--- config.mk ---
export PLATFORM = sky130hd
export DESIGN_NAME = spmd_run_sequencer
export DESIGN_NICKNAME = d
export VERILOG_FILES = /design/src/rtl/spmd_run_sequencer.sv
export SDC_FILE = /design/constraint.sdc
export NUM_CORES = 1
export LEC_CHECK = 0
export BUFFER_PORTS_ARGS = -buffer_cell sky130_fd_sc_hd__buf_4
export CORE_UTILIZATION = 30
export DETAILED_ROUTE_END_ITERATION = 16
export SYNTH_ARGS = -nofsm -noshare
export SYNTH_HDL_FRONTEND = slang
export SYNTH_SLANG_ARGS = --single-unit
--- constraint.sdc ---
create_clock -name clk_i -period 2.6 [get_ports clk_i]
set_input_delay 0.39 -clock clk_i [delete_from_list [all_inputs] [get_ports clk_i]]
set_output_delay 0.39 -clock clk_i [all_outputs]
set_load 0.02 [all_outputs]
--- src/rtl/spmd_run_sequencer.sv ---
`default_nettype none
// ============================================================================
// Module   : spmd_run_sequencer
// Brief    : Run-control sequencer (core reset, load, run, finish/fail/timeout)
//            with print_stat decode and RUN cycle counter.
//            Optional heartbeat: define SPMD_RUN_SEQ_HEARTBEAT_EN.
// Revision : 1.0
// ============================================================================
module spmd_run_sequencer #(
  parameter int reset_depth_p    = 3,
  parameter int num_finish_p     = 1,
  parameter int ctr_width_p      = 32,
  parameter int timeout_cycles_p = 0,
  parameter int data_width_p     = 32,
  parameter int hb_log_p         = 10
) (
  input  logic                    clk_i,
  input  logic                    reset_n_i,
  input  logic                    tag_done_i,
  input  logic                    loader_done_i,
  input  logic                    print_stat_v_i,
  input  logic [data_width_p-1:0] print_stat_tag_i,
  output logic                    core_reset_o,
  output logic [2:0]              state_o,
  output logic [ctr_width_p-1:0]  cycle_ctr_o,
  output logic                    stat_v_o,
  output logic [29:0]             stat_tag_o,
  output logic [ctr_width_p-1:0]  stat_cycle_o,
  output logic                    done_o,
  output logic                    fail_o,
  output logic                    timeout_o,
  output logic                    heartbeat_o
);

  typedef enum logic [2:0] {
    ST_UNUSED   = 3'd0,
    ST_WAIT_TAG = 3'd1,
    ST_RELEASE  = 3'd2,
    ST_LOAD     = 3'd3,
    ST_RUN      = 3'd4,
    ST_DONE     = 3'd5,
    ST_FAIL     = 3'd6,
    ST_TIMEOUT  = 3'd7
  } state_t;

  localparam int c_rel_w = (reset_depth_p > 1) ? $clog2(reset_depth_p) : 1;
  localparam int c_fin_w = (num_finish_p > 0) ? $clog2(num_finish_p + 1) : 1;
  localparam logic [c_rel_w-1:0]     c_rel_init   = c_rel_w'(reset_depth_p - 1);
  localparam logic [c_fin_w-1:0]     c_fin_target = c_fin_w'(num_finish_p);
  localparam logic [ctr_width_p-1:0] c_to_last    =
      ctr_width_p'((timeout_cycles_p > 0) ? timeout_cycles_p - 1 : 0);
  localparam bit                     c_to_en      = (timeout_cycles_p != 0);

  // Configurations the datapath cannot represent are rejected at elaboration.
  if (reset_depth_p < 1 || num_finish_p < 1 || data_width_p != 32) begin : g_cfg_bad
    $error("spmd_run_sequencer: unsupported reset_depth_p/num_finish_p/data_width_p");
  end
  if (hb_log_p < 1 || hb_log_p >= ctr_width_p) begin : g_hb_cfg_bad
    $error("spmd_run_sequencer: hb_log_p out of range");
  end

  state_t                   r_state;
  state_t                   w_state_nxt;
  logic [c_rel_w-1:0]       r_rel_cnt;
  logic [c_rel_w-1:0]       w_rel_cnt_nxt;
  logic [c_fin_w-1:0]       r_fin_cnt;
  logic [c_fin_w-1:0]       w_fin_cnt_nxt;
  logic [c_fin_w-1:0]       w_fin_inc;
  logic [ctr_width_p-1:0]   r_ctr;
  logic [ctr_width_p-1:0]   w_ctr_nxt;
  logic                     r_stat_v;
  logic                     w_stat_v_nxt;
  logic [29:0]              r_stat_tag;
  logic [29:0]              w_stat_tag_nxt;
  logic [ctr_width_p-1:0]   r_stat_cycle;
  logic [ctr_width_p-1:0]   w_stat_cycle_nxt;
  logic                     r_core_reset;
  logic                     r_done;
  logic                     r_fail;
  logic                     r_timeout;

  logic [1:0]               w_tag_type;
  logic [29:0]              w_tag_payload;
  logic                     w_is_stat;
  logic                     w_is_finish;
  logic                     w_is_fail;
  logic                     w_ctr_sat;
  logic                     w_timeout_hit;

  assign w_tag_type    = print_stat_tag_i[31:30];
  assign w_tag_payload = print_stat_tag_i[29:0];
  assign w_is_stat     = print_stat_v_i && (w_tag_type == 2'b00);
  assign w_is_finish   = print_stat_v_i && (w_tag_type == 2'b01);
  assign w_is_fail     = print_stat_v_i && (w_tag_type == 2'b10);
  assign w_fin_inc     = r_fin_cnt + 1'b1;
  assign w_ctr_sat     = &r_ctr;
  assign w_timeout_hit = c_to_en && (r_ctr == c_to_last);

  always_comb begin
    w_state_nxt      = r_state;
    w_rel_cnt_nxt    = r_rel_cnt;
    w_fin_cnt_nxt    = r_fin_cnt;
    w_ctr_nxt        = r_ctr;
    w_stat_v_nxt     = 1'b0;
    w_stat_tag_nxt   = r_stat_tag;
    w_stat_cycle_nxt = r_stat_cycle;
    case (r_state)
      ST_WAIT_TAG: begin
        if (tag_done_i) begin
          w_state_nxt   = ST_RELEASE;
          w_rel_cnt_nxt = c_rel_init;
        end
      end
      ST_RELEASE: begin
        // A dropped tag_done means programming restarted; hold the core in reset.
        if (!tag_done_i) begin
          w_state_nxt = ST_WAIT_TAG;
        end else if (r_rel_cnt == '0) begin
          w_state_nxt = ST_LOAD;
        end else begin
          w_rel_cnt_nxt = r_rel_cnt - 1'b1;
        end
      end
      ST_LOAD: begin
        if (loader_done_i) begin
          w_state_nxt   = ST_RUN;
          w_ctr_nxt     = '0;
          w_fin_cnt_nxt = '0;
        end
      end
      ST_RUN: begin
        w_ctr_nxt = w_ctr_sat ? r_ctr : r_ctr + 1'b1;
        if (w_is_stat) begin
          w_stat_v_nxt     = 1'b1;
          w_stat_tag_nxt   = w_tag_payload;
          w_stat_cycle_nxt = r_ctr;
        end
        if (w_is_finish) begin
          w_fin_cnt_nxt = w_fin_inc;
        end
        // Priority: fail, then finish-complete, then timeout.
        if (w_is_fail) begin
          w_state_nxt = ST_FAIL;
        end else if (w_is_finish && (w_fin_inc == c_fin_target)) begin
          w_state_nxt = ST_DONE;
        end else if (w_timeout_hit) begin
          w_state_nxt = ST_TIMEOUT;
        end
      end
      ST_DONE, ST_FAIL, ST_TIMEOUT: begin
        w_state_nxt = r_state;
      end
      default: begin
        w_state_nxt = ST_WAIT_TAG;
      end
    endcase
  end

  always_ff @(posedge clk_i or negedge reset_n_i) begin
    if (!reset_n_i) begin
      r_state      <= ST_WAIT_TAG;
      r_rel_cnt    <= '0;
      r_fin_cnt    <= '0;
      r_ctr        <= '0;
      r_stat_v     <= 1'b0;
      r_stat_tag   <= '0;
      r_stat_cycle <= '0;
      r_core_reset <= 1'b1;
      r_done       <= 1'b0;
      r_fail       <= 1'b0;
      r_timeout    <= 1'b0;
    end else begin
      r_state      <= w_state_nxt;
      r_rel_cnt    <= w_rel_cnt_nxt;
      r_fin_cnt    <= w_fin_cnt_nxt;
      r_ctr        <= w_ctr_nxt;
      r_stat_v     <= w_stat_v_nxt;
      r_stat_tag   <= w_stat_tag_nxt;
      r_stat_cycle <= w_stat_cycle_nxt;
      r_core_reset <= (w_state_nxt == ST_WAIT_TAG) || (w_state_nxt == ST_RELEASE);
      r_done       <= r_done    | (w_state_nxt == ST_DONE);
      r_fail       <= r_fail    | (w_state_nxt == ST_FAIL);
      r_timeout    <= r_timeout | (w_state_nxt == ST_TIMEOUT);
    end
  end

`ifdef SPMD_RUN_SEQ_HEARTBEAT_EN
  logic r_hb;
  logic w_hb_wrap;

  // Pulse in the cycle where the counter shows a nonzero multiple of 2^hb_log_p.
  assign w_hb_wrap = (r_state == ST_RUN) && (w_ctr_nxt[hb_log_p-1:0] == '0) &&
                     (w_ctr_nxt != '0);

  always_ff @(posedge clk_i or negedge reset_n_i) begin
    if (!reset_n_i) begin
      r_hb <= 1'b0;
    end else begin
      r_hb <= w_hb_wrap;
    end
  end

`ifndef SYNTHESIS
  always @(posedge clk_i) begin
    if (r_hb) begin
      $display("spmd_run_sequencer heartbeat: cycle=%0d fin_cnt=%0d", r_ctr, r_fin_cnt);
    end
  end
`endif

  assign heartbeat_o = r_hb;
`else
  assign heartbeat_o = 1'b0;
`endif

  assign core_reset_o = r_core_reset;
  assign state_o      = r_state;
  assign cycle_ctr_o  = r_ctr;
  assign stat_v_o     = r_stat_v;
  assign stat_tag_o   = r_stat_tag;
  assign stat_cycle_o = r_stat_cycle;
  assign done_o       = r_done;
  assign fail_o       = r_fail;
  assign timeout_o    = r_timeout;

endmodule
`default_nettype wire

* Word level (Yosys, flattened, before mapping)
Cells that the tools add are included.
Word-level totals: logic and storage cells 71, bits in read-only memories 0, bits in latches 0, register bits after elaboration 105, input port bits 37, RAM bits 0, output and inout port bits 103, memories 0
Operators by class: $add $sub $neg 3, div/mod/pow operators 0, bitwise gates (word level) 3, reduce and logical (&&, ||, !) cells 15, eq/ne operators 20, muxes and demuxes 19, $lt $le $gt $ge 0, multiply operators 0, shift-type cells 0
Operator list (number):
- $mux W32 | 2
- $pmux W32 S2 | 1
- $add A32 B1 Y32 const B | 1
- $reduce_and A32 Y1 | 1
- $eq A3 B3 Y1 const B | 7
- $mux W3 | 6
- $pmux W3 S5 | 1
- $ne A2 B2 Y1 const B | 6
- $eq A3 B2 Y1 const B | 3
- $eq A3 B1 Y1 const B | 2
- $mux W2 | 3
- $reduce_and A3 Y1 | 2
- $logic_and A1 B1 Y1 | 4
- $logic_not A2 Y1 | 2
- $mux W1 | 4
- $pmux W2 S2 | 1
- $reduce_and A4 Y1 | 1
- $reduce_bool A2 Y1 | 2
- $or A1 B1 Y1 | 3
- $reduce_or A3 Y1 | 1
- $eq A2 B1 Y1 const B | 1
- $eq A2 B2 Y1 const B | 1
- $pmux W1 S2 | 1
- $reduce_and A2 Y1 | 1
- other kinds (3) | 3

* Depth between registers and ports, before layout
Gate-level depths: netlist of run 1.
depth after elaboration 8, mapped depth 7, gate-level depth less buffers 6

* Worst setup path after synthesis of run 1
Ideal clock, no wire load.
path kind reg-to-reg, start point reg r_state[1] (netlist: state_o[1]), end point reg r_ctr[18] (netlist: cycle_ctr_o[18]), arrival 2.219 ns, data required time 2.525 ns, stages on the path, launching flop included 8, slack 0.306 ns, clock period less this slack 2.294 ns, path buffers 2, setup time 0.075 ns, path through dfrtp_1 > or3b_1 > buf_2 > or4_4 > o31ai_4 > buf_6 > o31ai_1 > a21oi_2
On the way: word-level cells in the longest chain between the ends 3, elaborated cells on any way between the ends 7, those cells by class 4 x eq/ne; 1 x mux; 2 x reduce/logical
RTL lines:
- start: declaration | RTL line 62 | state_t r_state;
- start signal: assignment | RTL line 173 | r_state <= w_state_nxt;
- $eq A3 B3 Y1 or $eq A3 B2 Y1 (tied branches) | RTL line 107 | case (r_state)
- $ne A2 B2 Y1 (no line) or $reduce_bool A2 Y1 (tied branches)
- $reduce_and A3 Y1 (no line)
- end signal: assignment | RTL line 176 | r_ctr <= w_ctr_nxt;
- end: declaration | RTL line 69 | logic [ctr_width_p-1:0] r_ctr;
Several ways; a longest one is shown, not always the timed one. A chain may end at the register's enable or synchronous reset.

* Worst setup path in the final report of run 1
start point reg r_ctr[17] (netlist: cycle_ctr_o[17]), end point reg r_ctr[11] (netlist: cycle_ctr_o[11])
On the way: word-level cells in the longest chain between the ends 3
RTL lines:
- $reduce_and A32 Y1 | RTL line 96 | assign w_ctr_sat = &r_ctr;
- $ne A2 B2 Y1 (no line)
- $reduce_and A3 Y1 (no line)
Every way passes these cells.

==> summary.md, run 1 <==
| Metric | Value |
|---|---|
| Outcome | finished clean |
| WL per Instance | 14.98 µm |
| All-Layer GR Usage | 16.99% |
| Synthesized instance count | a little over 500 |
| Actual slew at the worst max-slew pin | 604.2 ps |
| RSZ-0062 raised after global routing | false |
| Most common cell after layout, fill and taps aside | nand2_1 |
| Layout cells sized above 1 | 29.19% |
| Die width | 127.9 µm |
| GRT overflow | 0 |
| Root Driver | clkbuf_16 |
| CP max stage cell | or4_1 |
| Max Fclk | 411.8 MHz |
| Clock buffer depth | 2 |
| Ys async rst share | 100.0% |
| Worst path cell trace | nand4_1 -> or4_1 -> o31ai_4 -> buf_4 -> or4_1 -> a21oi_1 |
| CP Capture Type | register |
| H-tree depth | 3 |
| Tcrit/Tclk final | 93.40% |
| CP required | 2830 ps |
| Synth-to-Final Area Change | 36.84% |
| Hold WS | 223.4 ps |
| Post-DRT Antenna Nets | 0 |
| Routed WL | 13,270 µm |
| DR vias/cell | 4.769 |
| Final setup violation count | 0 |
| Clock buffer count from CTS | 9 |
| Die Y-Extent | 127.9 µm |
| Syn Std Cell Area | 0.004758 mm² |
| Yosys Warn Count | 0 |
| Post-synth EDFFs | 0 |
| Max-slew violation count | 0 |
| VDD IR max | 0.4550 mV |
| Final min period | 2428 ps |
| Worst endpoint data arrival time | ~2700 ps |
| Initial core utilization | 31.07% |
| Fill count | 1,507 |
| Inserted Diodes | 0 |
| Clk_lat worst skew | 350 ps |
| I/O pins | 140 |
| Worst Hold Class | in -> reg |
| Final Hold Viols | 0 |
| First-pass detailed-route iteration total | 4 |
| Most used cell, CP | or4_1 |
| Clock sink total | between 100 and 150 |
| Core area | about 0.015 mm² |
| Final nets | 709 |
| 1st-iter DRT viols | around 240 |
| Number of post-CTS setup repair buffers | 0 |
| PwrDens | 1089 mW/mm² |
| Post-synthesis sequential area ratio | 55.27% |
| Slew HR | 59.42% |
| Synthesized flop and latch total | 105 |
| Cell variety after synth | between 50 and 60 |
| Largest stage delay, worst path | 820 ps |
| Number of port buffers | 138 |
| Largest net degree at the start of global routing | 53 |
| DRC | 0 |
| Vias | between 4,000 and 5,000 |
| Dominant cells by area after synthesis | dfrtp_1 (54%), nand2_1 (16%), xnor2_1 (1.8%), nand3_1 (1.6%), nand4_1 (1.4%) |
| Startpoint types | register |
| Most frequent cells in the layout | nand2_1 (203), buf_4 (162), dfrtp_1 (103) |
| Final GP Congestion | roughly 0.86 |
| CTS tree | built |
| CP Max Fanout | 19 |
| Skew final | 12.27 ps |
| Die ar. | ~0.016 mm² |
| Initial antenna violation count | 0 |
| Buf/Inv on CP | 1 |
| Final TNS setup | 0 ps |
| Synthesized Nets | 558 |
| Top_reg_cell synth | dfrtp_1 |
| Detail Placement HPWL | 9637 µm |
| First-pass GRT wire length | 21,290 µm |
| Clock slew at reported path FFs | roughly 70 ps |
| Leak pwr | 3.227 nW |
| Area leader, netlist | dfrtp_1 |
| Post-synth top area share | ~54% |
| Max-cap violations | 0 |
| Vias in the first global route | 4,060 |
| CP delay by family, top | simple AND/OR/NAND/NOR gates |
| FP Rows | 45 |
| Worst setup path category | reg -> reg |
| Syn avg cell area | 9.168 µm² |
-- what timing repair did --
item / 4_1_cts / 5_1_grt
endpoints found under the setup margin: 0 / 3
hold buffers: 1 / 0
endpoints found under the hold margin: 24 / 0
resized for setup: 0 / 5
-- where the power goes --
part | switching, mW | total [mW] | leakage, nW | internal (mW)
logic | 1.56 | 2.74 | 1.71 | 1.18
registers | 0.551 | 2.79 | 1.35 | 2.24
clock network | 0.614 | 1.56 | 0.167 | 0.947
-- metrics by stage --
| stage | instances | instance area (µm²) | setup slack (ps) | utilization [%] | total power, mW |
|---|---|---|---|---|---|
| after global routing | 886 | 6511 | 9.625 | 42.52 | 7.569 |
| after global placement | 869 | 6146 | 249.7 | 40.13 | 5.521 |
| final | 886 | 6511 | 171.7 | 42.52 | 7.088 |
| after floorplan | 519 | 4758 | 306.2 | - | 4.139 |
| after detailed placement | 869 | 6146 | 76.84 | 40.13 | 5.589 |
| after CTS | 886 | 6497 | 92.08 | 42.43 | 7.185 |
-- cell families after synthesis --
family	after synthesis	synth area share [%]
buf+inv	33	3.077
other cells	1	0.07881
mux	6	1.262
flops	105	55.27
xor+xnor	12	2.209
simple gates	301	28.87
compound gates	59	8.704
fa+ha+maj	2	0.5258
-- layer usage --
metal  global-route usage (%)  share of wire [%]
met1                    22.95                 48
met5                        0                  0
met2                    26.15                 45
met3                    3.381                5.8
met4                    8.097                1.6
-- Yosys cell counts (2+ instances only) --
cell / instances
dfstp_2: 2
and3_1: 3
or4b_2: 2
nor4b_1: 2
nand4b_1: 2
nand4_1: 11
or3_1: 5
ha_1: 2
nand2b_1: 4
o21ai_0: 9
nand3_1: 15
or2_2: 3
o21ai_1: 3
buf_2: 9
a211oi_1: 3
and4_1: 4
o21bai_1: 3
dfrtp_1: 103
o211ai_1: 2
o31ai_1: 8
nand2_1: 203
xnor2_1: 10
a21oi_2: 3
a22o_1: 2
xor2_1: 2
mux2i_1: 6
nor2_1: 17
or4_1: 8
nor4_1: 6
clkbuf_1: 13
a21oi_1: 12
a2111oi_0: 4
inv_1: 8
nor3_1: 9
a31oi_1: 5
-- tightest hold or removal path, cell delays in order --
cell     delay (ps)
buf_4            80
nand2_1          40
nand2_1          40
-- path summary, 6_finish.rpt --
check                                            start                          end  slack [ps]  depth (start not counted)
max                        cycle_ctr_o[17]$_DFFE_PN0P_  cycle_ctr_o[11]$_DFFE_PN0P_         170                          6
min                                print_stat_tag_i[0]    stat_tag_o[0]$_DFFE_PN0P_         220                          3
max reg2reg                cycle_ctr_o[17]$_DFFE_PN0P_  cycle_ctr_o[11]$_DFFE_PN0P_         170                          6
min reg2reg                stat_cycle_o[8]$_DFFE_PN0P_  stat_cycle_o[8]$_DFFE_PN0P_         480                          2
max in group asynchronous                    reset_n_i  cycle_ctr_o[15]$_DFFE_PN0P_        1340                          3
min in group asynchronous                    reset_n_i   stat_tag_o[21]$_DFFE_PN0P_         530                          2
-- cell type report --
| cell class | count | area [µm²] | share of cell area [%] |
|---|---|---|---|
| Timing Repair Buffer | 164 | 1246 | 19.14 |
| Multi-Input combinational cell | 381 | 1996 | 30.65 |
| Tap cell | 211 | 264.0 | 4.055 |
| Clock buffer | 10 | 229.0 | 3.517 |
| Sequential cell | 105 | 2630 | 40.39 |
| Clock inverter | 6 | 112.6 | 1.729 |
| Inverter | 9 | 33.78 | 0.5188 |
-- state kept, by name, summed over array words and instances (netlist names) --
| name | flops |
|---|---|
| stat_tag_o | 30 |
| r_fin_cnt | 1 |
| core_reset_o | 1 |
| state_o | 3 |
| stat_v_o | 1 |
| cycle_ctr_o | 32 |
| r_rel_cnt | 2 |
| stat_cycle_o | 32 |
| timeout_o | 1 |
| done_o | 1 |
| fail_o | 1 |
Power figures use the tool's default switching activity.
==> inputs of run 2 (changes only) <==
CORE_UTILIZATION = 45   (was 30)
PLACE_DENSITY = 0.71   (was unset)
==> run 2 against run 1 <==
Against the previous run: final area decreased by 3.8%; worst hold slack got worse by 16 ps; utilization increased by 18 points; combinational power decreased by 5%; largest power group unchanged.
==> summary.md, run 2 (synthesis gave the netlist of run 1 again) <==
| Metric | Value |
|---|---|
| CTS tree | built |
| Die width | 104.8 µm |
| Die Y-Extent | 104.8 µm |
| Final Hold Viols | 0 |
| Initial core utilization | between 40% and 50% |
| I/O pins | 140 |
| Fill count | 892 |
| Leak pwr | 3.145 nW |
| Final WS setup | 292.3 ps |
| Most common cell after layout, fill and taps aside | nand2_1 |
| Root Driver | clkbuf_8 |
| Actual slew at the worst max-slew pin | approximately 670 ps |
| Most frequent cells in the layout | nand2_1 (203), buf_4 (155), dfrtp_1 (103) |
| First-pass GRT wire length | 20,170 µm |
| PwrDens | 1035 mW/mm² |
| Detail Placement HPWL | 8454 µm |
| FP Rows | 37 |
| Final TNS setup | 0 ps |
| Vias | 4,264 |
| Startpoint types | register |
| Sw Share | 40.94% |
| Skew final | approximately 13 ps |
| Number of port buffers | 138 |
| Max Fclk | approximately 430 MHz |
| DR vias/cell | 5.290 |
| CP Capture Type | register |
| Hold WS | 207.7 ps |
| Post-DRT Antenna Nets | 0 |
| Max-cap violations | 0 |
| H-tree depth | 3 |
| Clock sink total | 105 |
| Setup crit end | cycle_ctr_o[15]$_DFFE_PN0P_ |
| Outcome | finished clean |
| WL per Instance | ~15 µm |
| Layout cells sized above 1 | 28.51% |
| Worst R2R Path Depth | 7 |
| DRC | 0 |
| Comb power frac | 40.2% |
| Synth-to-Final Area Change | 31.58% |
| Pint | 3.827 mW |
| Final GP Congestion | 0.9516 |
| Slew HR | 55.11% |
| 1st-iter DRT viols | 305 |
| First-pass detailed-route iteration total | 4 |
| Final setup violation count | 0 |
| Finished Cell Area | 0.006261 mm² |
| RSZ-0062 raised after global routing | false |
| Pre-CTS setup slack | 323.0 ps |
| Net Sw Power | 2.652 mW |
| Worst reg2reg path endpoint | cycle_ctr_o[15]$_DFFE_PN0P_ |
| Final min period | 2308 ps |
| Clock buffer count from CTS | 9 |
| Clk_lat worst skew | 370 ps |
| Inserted Diodes | 0 |
| Vias in the first global route | 4,107 |
| Max-slew violation count | 0 |
| Clock slew at reported path FFs | about 110 ps |
| Worst setup path category | reg -> reg |
| Placed inst area | 0.006040 mm² |
| Reg2reg setup slack | 290 ps |
| All-Layer GR Usage | 22.91% |
| Number of post-CTS setup repair buffers | 0 |
| Worst Hold Class | in -> reg |
| Total power | 6.480 mW |
| Final nets | 704 |
| Largest net degree at the start of global routing | 71 |
| Worst endpoint data arrival time | 2550 ps |
| Worst hold start | print_stat_tag_i[24] |
| Die ar. | 0.01099 mm² |
| CP Max Fanout | 14 |
| Clock buffer depth | 2 |
| Clk pwr share | 16.3% |
| Core area | ~0.010 mm² |
| Routed WL | about 12,000 µm |
| GRT overflow | 0 |
| Tcrit/Tclk final | 88.76% |
| Initial antenna violation count | 0 |
| R2r startpoint | cycle_ctr_o[10]$_DFFE_PN0P_ |
| Flop pwr share | ~44% |
| VDD IR max | 0.4530 mV |
| Worst setup startpoint | cycle_ctr_o[10]$_DFFE_PN0P_ |
| CP required | 2840 ps |
==> run 2: through the flow <==
stage / std cells / utilization [%]
detailed placement: 789 / 58.77
finish: 806 / 60.92
global placement: 789 / 58.77
CTS: 806 / 60.91
floorplan: 519 / -
global route: 806 / 60.92
==> run 2: area by class of cell <==
type / count / area [µm²] / share of cell area (%)
repair buffers: 159 / 1234 / 19.70
clock buffers: 9 / 123.9 / 1.978
flip-flops and latches: 105 / 2630 / 42.01
clock inverters: 7 / 86.33 / 1.379
well taps: 136 / 170.2 / 2.718
multi-input cells: 381 / 1983 / 31.67
inverters: 9 / 33.78 / 0.5396
==> run 2: what timing repair did <==
| item | in CTS | in global routing |
|---|---|---|
| gates resized for setup | 0 | 1 |
| setup endpoints to repair | 0 | 1 |
| hold buffers | 1 | 0 |
| hold endpoints to repair | 28 | 0 |
==> run 2: power by group through the flow <==
| stage | combinational (mW) | sequential [mW] | clock (mW) |
|---|---|---|---|
| after floorplan | 0.669 | 3.47 | 0 |
| after global placement | 2.57 | 2.83 | 0 |
| after detailed placement | 2.62 | 2.86 | 0 |
| after CTS | 2.63 | 2.82 | 1.09 |
| after global routing | 2.81 | 2.93 | 1.15 |
| final | 2.60 | 2.82 | 1.06 |
==> run 2: how the worst min path moves through the flow <==
stage                                       endpoint  cells after the start
after global placement     stat_tag_o[4]$_DFFE_PN0P_                      1
after detailed placement   stat_tag_o[4]$_DFFE_PN0P_                      1
final                     stat_tag_o[24]$_DFFE_PN0P_                      3
after global routing       stat_tag_o[0]$_DFFE_PN0P_                      3
after CTS                 stat_tag_o[24]$_DFFE_PN0P_                      3
after floorplan           cycle_ctr_o[0]$_DFFE_PN0P_                      0
==> run 2: routing by layer <==
metal  wire length [µm]  global-route usage, %
met5                  0                      0
met4                104                  5.231
met3                798                  4.741
met2               5558                  37.23
met1               5543                  31.66
==> run 2: critical path: stages, from the launching register on <==
cell and delay, ps:
dfrtp_1 470, nand3_1 180, or4_1 550, buf_4 210, o31ai_4 410, buf_12 190, or4_1 110, a21oi_1 60
==> inputs of run 3 (changes only) <==
clock period = 2.45 ns   (was 2.6 ns; I/O delays follow)
==> run 3 against run 2 <==
Against the previous run: global-route usage down 0.22 points; worst setup slack worse by 89 ps; register-to-register slack worse by 90 ps; largest power group is now combinational logic; worst hold slack worse by 39 ps; critical path depth down 1; power up 7.8%; die area unchanged; wire length up 1.3%; final area up 1.6%.
==> summary.md, run 3 (synthesis gave the netlist of run 1 again) <==
| Metric | Value |
|---|---|
| Clock buffer count from CTS | 9 |
| Met2 WL | 5784 µm |
| Most common cell after layout, fill and taps aside | nand2_1 |
| Die Y-Extent | between 100 and 150 µm |
| WL met3 | around 680 µm |
| CTS tree | built |
| Slew HR | about 63% |
| Final TNS setup | 0 ps |
| Number of port buffers | 138 |
| Total power | 6.987 mW |
| Vias | 4,281 |
| Detail Placement HPWL | 8729 µm |
| Clk_lat worst skew | 380 ps |
| Worst Hold Class | in -> reg |
| Root Driver | clkbuf_8 |
| CP Max Fanout | 14 |
| Leak pwr | around 3.2 nW |
| PwrDens | approximately 1100 mW/mm² |
| Clock slew at reported path FFs | between 100 and 150 ps |
| FP Rows | 37 |
| Final nets | 717 |
| Actual slew at the worst max-slew pin | 535.0 ps |
| Core area | approximately 0.01 mm² |
| Skew final | 14.39 ps |
| Most frequent cells in the layout | nand2_1 (203), buf_4 (168), dfrtp_1 (103) |
| Clock sink total | 105 |
| Post-DRT Antenna Nets | 0 |
| Max-cap violations | 0 |
| Final GP Congestion | 0.9091 |
| First-pass GRT wire length | 19,980 µm |
| Outcome | finished clean |
| Worst setup path category | reg -> reg |
| Largest net degree at the start of global routing | 51 |
| Initial core utilization | between 40 and 50% |
| GRT overflow | 0 |
| Routed WL | approximately 12,000 µm |
| Clock buffer depth | 2 |
| Max-slew violation count | 0 |
| I/O pins | 140 |
| VDD IR max | 0.5733 mV |
| RSZ-0062 raised after global routing | false |
| Final min period | approximately 2200 ps |
| Vias in the first global route | 4,142 |
| Die width | 104.8 µm |
| WL per Instance | 14.85 µm |
| Startpoint types | register |
| Initial antenna violation count | 0 |
| H-tree depth | 3 |
| Layout cells sized above 1 | 29.87% |
| DRC | 0 |
| Number of post-CTS setup repair buffers | 0 |
| Finished Cell Area | 0.006361 mm² |
| Uppermost layer routed | met4 |
| Inserted Diodes | 0 |
| DR vias/cell | ~5.2 |
| Die ar. | approximately 0.011 mm² |
| Final setup violation count | 0 |
| First-pass detailed-route iteration total | 4 |
| CP required | 2700 ps |
| Synth-to-Final Area Change | 33.68% |
| Placed inst area | 0.006137 mm² |
| Worst endpoint data arrival time | approximately 2500 ps |
| WL met1 | 5457 µm |
| 1st-iter DRT viols | just under 300 |
| Final Hold Viols | 0 |
| CP Capture Type | register |
| Tcrit/Tclk final | 91.72% |
| Max Fclk | 445.0 MHz |
| All-Layer GR Usage | 22.69% |
[run 3: per-stage QoR]
step,worst slack (ps),cells,hold slack [ps],util (%)
after floorplan,156.2,519,71.91,-
after global placement,301.2,802,330.1,59.72
after detailed placement,247.9,802,324.2,59.72
after CTS,210.1,819,158.2,61.88
after global routing,61.34,819,161.0,61.89
final,203.0,819,169.1,61.89
[run 3: path summary, 6_finish.rpt]
kind	start	to	slack (ps)	depth (start not counted)
setup reg to reg	state_o[0]$_DFF_PN1_	cycle_ctr_o[20]$_DFFE_PN0P_	200	6
max in group asynchronous	reset_n_i	core_reset_o$_DFF_PN1_	1340	3
min in group asynchronous	reset_n_i	stat_tag_o[26]$_DFFE_PN0P_	470	2
hold / removal	print_stat_tag_i[1]	stat_tag_o[1]$_DFFE_PN0P_	170	3
hold reg to reg	stat_tag_o[25]$_DFFE_PN0P_	stat_tag_o[25]$_DFFE_PN0P_	480	2
setup / recovery	state_o[0]$_DFF_PN1_	cycle_ctr_o[20]$_DFFE_PN0P_	200	6
[run 3: metal layers]
layer | track usage (%) | vias up
met5 | 0 | -
met4 | 7.948 | 0
met3 | 4.055 | 21
met2 | 37.46 | 151
met1 | 30.15 | 2034
li1 | - | 2075
[run 3: worst max-delay path, stage by stage (launching register included)]
cell and delay (ps):
dfstp_2 380, or3b_1 440, or4_4 600, o31ai_4 350, buf_12 180, or4_1 130
a21oi_2 50
[run 3: layout make-up]
class	instances	area, µm²
clock buffer	9	123.9
fill	919	3916
multi-input combinational	381	1983
inverter	9	33.78
timing repair buffer	172	1331
clock inverter	7	88.84
sequential	105	2630
tap	136	170.2
[run 3: what timing repair did]
item	in CTS	in global routing
hold endpoints to repair	26	0
gates resized for setup	0	1
hold buffers	1	0
setup endpoints to repair	0	1
[run 3: where the power goes]
group / total, mW / switching, mW / leakage, nW / internal (mW)
combinational: 2.97 / 1.69 / 1.75 / 1.29
clock: 1.12 / 0.624 / 0.103 / 0.492
sequential: 2.90 / 0.529 / 1.35 / 2.37
